--- config.mk ---
export PLATFORM = sky130hd
export DESIGN_NAME = i_memory_loader
export DESIGN_NICKNAME = d
export VERILOG_FILES = /design/src/rtl/i_memory_loader.sv
export SDC_FILE = /design/constraint.sdc
export NUM_CORES = 2
export LEC_CHECK = 0
export CAP_MARGIN = 40
export CORE_ASPECT_RATIO = 1.75
export CORE_UTILIZATION = 45
export DETAILED_ROUTE_END_ITERATION = 10
export PLACE_DENSITY = 0.65
export SKIP_CTS_REPAIR_TIMING = 1
export SYNTH_ARGS = -nofsm -noshare
export SYNTH_HDL_FRONTEND = slang
export SYNTH_SLANG_ARGS = --single-unit
--- constraint.sdc ---
create_clock -name clk -period 14.6 [get_ports clk]
set_input_delay 2.92 -clock clk [delete_from_list [all_inputs] [get_ports clk]]
set_output_delay 2.92 -clock clk [all_outputs]
set_load 0.1 [all_outputs]
--- src/rtl/i_memory_loader.sv ---
// rtl/i_memory_loader.sv - instruction memory with hardware clear, stream program load and registered fetch port
module i_memory_loader #(
    parameter int ISIZE = 16,
    parameter int MEM_SPACE = 8,
    parameter logic [ISIZE-1:0] NOP_WORD = 16'h7000,
    parameter logic [ISIZE-1:0] FILL_WORD = 16'h0000
) (
    input  logic                 clk,
    input  logic                 rst,
    input  logic [MEM_SPACE-1:0] address,
    input  logic                 fetch_en,
    output logic [ISIZE-1:0]     data_out,
    output logic                 fetch_valid,
    input  logic                 load_valid,
    input  logic [ISIZE-1:0]     load_data,
    input  logic                 load_last,
    output logic                 load_ready,
    input  logic                 reload,
    output logic                 ready,
    output logic [MEM_SPACE:0]   load_count
);

    localparam int DEPTH = 2 ** MEM_SPACE;
    localparam logic [MEM_SPACE-1:0] LAST_ADDR = '1;

    typedef enum logic [1:0] {
        CLEAR = 2'd0,
        LOAD  = 2'd1,
        RUN   = 2'd2
    } state_t;

    state_t state, next_state;

    logic [ISIZE-1:0]     mem [DEPTH];
    logic [MEM_SPACE-1:0] clr_addr;
    logic [MEM_SPACE-1:0] load_addr;

    logic                 accept;
    logic                 load_done;
    logic                 clear_done;
    logic                 run_fetch;
    logic                 mem_we;
    logic [MEM_SPACE-1:0] mem_waddr;
    logic [ISIZE-1:0]     mem_wdata;

    always_comb begin
        next_state = state;
        accept     = 1'b0;
        load_done  = 1'b0;
        clear_done = 1'b0;
        run_fetch  = 1'b0;
        mem_we     = 1'b0;
        mem_waddr  = clr_addr;
        mem_wdata  = FILL_WORD;
        case (state)
            CLEAR: begin
                mem_we     = 1'b1;
                clear_done = (clr_addr == LAST_ADDR);
                if (clear_done) next_state = LOAD;
            end
            LOAD: begin
                accept    = load_valid && load_ready;
                // the beat that fills the last index ends the load, so nothing can wrap to 0
                load_done = accept && (load_last || (load_addr == LAST_ADDR));
                mem_we    = accept;
                mem_waddr = load_addr;
                mem_wdata = load_data;
                if (load_done) next_state = RUN;
            end
            RUN: begin
                run_fetch = fetch_en && !reload;
                if (reload) next_state = CLEAR;
            end
            default: next_state = CLEAR;
        endcase
    end

    always_ff @(posedge clk or negedge rst) begin
        if (!rst) begin
            state       <= CLEAR;
            clr_addr    <= '0;
            load_addr   <= '0;
            load_count  <= '0;
            load_ready  <= 1'b0;
            ready       <= 1'b0;
            fetch_valid <= 1'b0;
            data_out    <= NOP_WORD;
        end else begin
            state      <= next_state;
            load_ready <= (next_state == LOAD);
            ready      <= (next_state == RUN);

            if (state == CLEAR) clr_addr <= clr_addr + 1'b1;
            else                clr_addr <= '0;

            if (clear_done) begin
                load_addr  <= '0;
                load_count <= '0;
            end else if (accept) begin
                load_addr  <= load_addr + 1'b1;
                load_count <= load_count + (MEM_SPACE+1)'(1);
            end

            // reload discards a same-cycle fetch; outside RUN the port shows NOP
            if (run_fetch) begin
                data_out    <= mem[address];
                fetch_valid <= 1'b1;
            end else if (state == RUN && !reload) begin
                fetch_valid <= 1'b0;
            end else begin
                data_out    <= NOP_WORD;
                fetch_valid <= 1'b0;
            end
        end
    end

    always_ff @(posedge clk) begin
        if (mem_we) mem[mem_waddr] <= mem_wdata;
    end

endmodule
==> results.ini <==
[cts]
clock_latency_ns = 0.95
numCtsBuffers = 341
cts-root-buf = clkbuf_16
cts_tree = yes
clockBufferDepth = 4
cts.sinks = 4142
clk_pin_slew_worst_paths_ns = 0.07
ctsHtreeMaxLevel = 5

[worst_hold_path]
worstHoldPathType = flip-flop to flip-flop
hold_depth = 1
holdPathEnd = clr_addr[0]$_DFF_PN0_
holdCritStartpoint = clr_addr[0]$_DFF_PN0_

[floorplanning]
initial_core_util = 0.4528
rows = 289
die_w_um = 453.6
die_h_um = 792.4
fp.dieArea_um2 = 359500
io-pin-count = 58
coreArea_um2 = 354700

[detailed_routing]
drc = 0
wl_per_cell_um = 37.31
drtPass1Iterations = 6
drtIter0Drc = 11090
viasPerCell = 6.410
drt_wl_total_um = 485800
ant_nets = 0
vias = 83470

[critical_path]
critPathKind = input port to flip-flop
reg2reg_from = state[0]$_DFF_PN0_
cp_max_fo = 101
start_kind = input port
required_ns = 15.42
r2r_slack_ns = 9.98
arrival_ns = 8.10
rr_worst_depth = 7
endpoint_kind = flip-flop
reg2reg_to = mem[48][8]$_DFFE_PP_

[logic_synthesis]
synthDistinctLibCells = 81
yosysTopAreaCell = edfxtp_1
synth_ff_type = edfxtp_1
synthXorXnorAreaFrac = 0.001036
netlist_instances = 7556
synth-edff-count = 4096
yosys.area_share.simple = 0.02411
syn_nets = 7589
ys_seq_elements = 4142
synth-compound-area-share = 0.03395
netlist.area_leader.share = 0.7657
syn_area_per_cell_um2 = 21.26
synth_fa_ha_area_frac = 0.0002337
muxShareOfSynthArea = 0.1501
yosysWarnings = 0
synth_area_leaders = edfxtp_1, mux4_2, mux2i_1
synthArstFlopShare = 0.01111
synth_top_family_by_area = multiplexers
ys_seq_area_frac = 0.7729
netlist_area_um2 = 160600

[final_layout]
fin_cells = 13020
fin_area_um2 = 181100
drive_gt1_frac = 0.2469
area.growth.synth_to_final_pct = 12.74
layout.nets = 8105

[timing]
rsz0062_at_grt = false
maxSlewViolCount = 0
fmax_mhz = 137.3
hold_violations = 0
tns_ns = 0
skew_ns = 0.05490
setup-violations-final = 0
fin_crit_ns = 7.283
worstMarginPinSlew_ns = 1.108
fin_ws_ns = 7.317
period_share = 0.4988
max_slew_margin = 0.2613

[power]
ir_drop_mv = 0.1333
p_leak_nw = 47.30
power_mw = 23.07
powerDensity_nw_per_um2 = 127.4

[place]
gp_routability_congestion = 0.9259
dp_slack_ns = 6.446
placedInstanceArea_um2 = 169700
io_buffers = 57
place_inst = 12380
place_hpwl_um = 302100

[global_routing]
grt_pass1_wl_um = 667300
grt_overflow_total = 0
grt_max_degree = 193
antenna_found_initial = 29
grt_pass1_vias = 83320
track_usage = 0.2687

[run_status]
status = finished, final reports clean

[job]
drv_cap = 0

[state kept, by name, indices dropped and copies added, names as in the netlist]
register	cells
load_addr	8
mem	4096
fetch_valid	1
clr_addr	8
state	2
ready	1
data_out	16
load_ready	1
load_count	9
[critical path, cell delays in order]
cell and delay, ns:
buf_16 0.44, buf_12 0.50, buf_4 0.56, buf_12 0.63
mux4_2 0.58, nor2b_1 0.14, a211oi_1 0.30, a311oi_1 0.11
a2111oi_0 0.75, buf_4 0.29, nor4_1 0.11, a32o_1 0.27
[routing by layer]
layer | up-vias | wire [µm] | part of all wire | global-route usage
li1 | 32720 | - | - | -
met1 | 44490 | 157100 | 0.32 | 0.3087
met2 | 4999 | 242700 | 0.50 | 0.4482
met3 | 1250 | 42150 | 0.087 | 0.04530
met4 | 16 | 43770 | 0.090 | 0.2078
met5 | - | 99 | 0.00020 | 0
[layout by cell type, fill, tap and decap left out, types with 16 or more instances in the layout]
master           count
clkbuf_16          346
clkinv_2            59
buf_4              464
bufinv_16           47
diode_2             27
a22oi_1            107
nor2b_1             32
a221oi_1            28
a211oi_1            32
nor3_1              54
o211ai_1            29
nor2_2              67
a31oi_1             37
o22ai_1            107
clkbuf_1            49
nand3_1             72
mux4_2             845
edfxtp_1          4096
dfrtp_1             43
nand2b_1            17
clkdlybuf4s50_1     45
buf_12              19
and2_1              17
nand2_1            184
a22o_1              34
mux2_2              20
o21ai_0             53
nand4_1             19
buf_8               29
nor2_1             288
clkinv_1            67
mux2i_1            445
buf_16              29
a21oi_1            127
and2_4              16
o221ai_1            98
[kinds of logic after synthesis]
family,after synthesis
adders and majority gates,3
DFF,4142
AOI/OAI and AO/OA,766
muxes,1325
buffers and inverters,448
xor gates and xnor gates,19
and+or+nand+nor,853
[area by class of cell]
| type | count | area (µm²) |
|---|---|---|
| Inverter | 8 | 45.04 |
| Clock buffer | 400 | 8911 |
| Antenna cell | 27 | 67.56 |
| Tap cell | 4656 | 5826 |
| Sequential cell | 4142 | 124200 |
| Timing Repair Buffer | 613 | 5757 |
| Clock inverter | 211 | 2332 |
| Fill cell | 27500 | 173600 |
| Multi-Input combinational cell | 2966 | 34010 |
[where the power goes]
part | switching (mW) | internal [mW]
clock | 4.27 | 5.23
sequential | 0 | 12.8
combinational | 0.509 | 0.222
[cell usage after synthesis, drive strengths merged (12+ instances only)]
| library cell | number |
|---|---|
| nor2b | 39 |
| a211oi | 34 |
| buf | 290 |
| o221ai | 99 |
| a22oi | 107 |
| and2 | 36 |
| nor4 | 14 |
| nand3b | 15 |
| dfrtp | 43 |
| a221oi | 29 |
| nand3 | 72 |
| nand4 | 19 |
| a2111oi | 13 |
| nor2 | 357 |
| a21oi | 127 |
| nand2 | 187 |
| o22ai | 107 |
| edfxtp | 4096 |
| xor2 | 12 |
| a31oi | 37 |
| o211ai | 29 |
| o21ai | 61 |
| mux2 | 20 |
| mux2i | 445 |
| a22o | 34 |
| mux4 | 860 |
| nor3 | 58 |
| nand2b | 20 |
| clkbuf | 150 |
[how the worst max path moves through the flow]
stage | from | end | slack, ns | cells after the start
final | address[0] | data_out[4]$_DFFE_PN0P_ | 7.32 | 12
after global routing | address[0] | data_out[4]$_DFFE_PN0P_ | 7.06 | 12
after CTS | address[0] | data_out[4]$_DFFE_PN0P_ | 7.41 | 12
after detailed placement | address[0] | data_out[4]$_DFFE_PN0P_ | 6.45 | 12
after global placement | address[0] | data_out[0]$_DFFE_PN0P_ | 5.79 | 11
after floorplan | load_data[0] | mem[0][0]$_DFFE_PP_ | 7.57 | 1
[stage by stage]
step                hold WS, ns    util
detailed placement       0.5145  0.4784
global route             0.5676  0.5104
finish                   0.5291  0.5105
global placement         0.4928  0.4740
CTS                      0.5241  0.5101
floorplan                0.4748       -
Power figures use the tool's default switching activity.
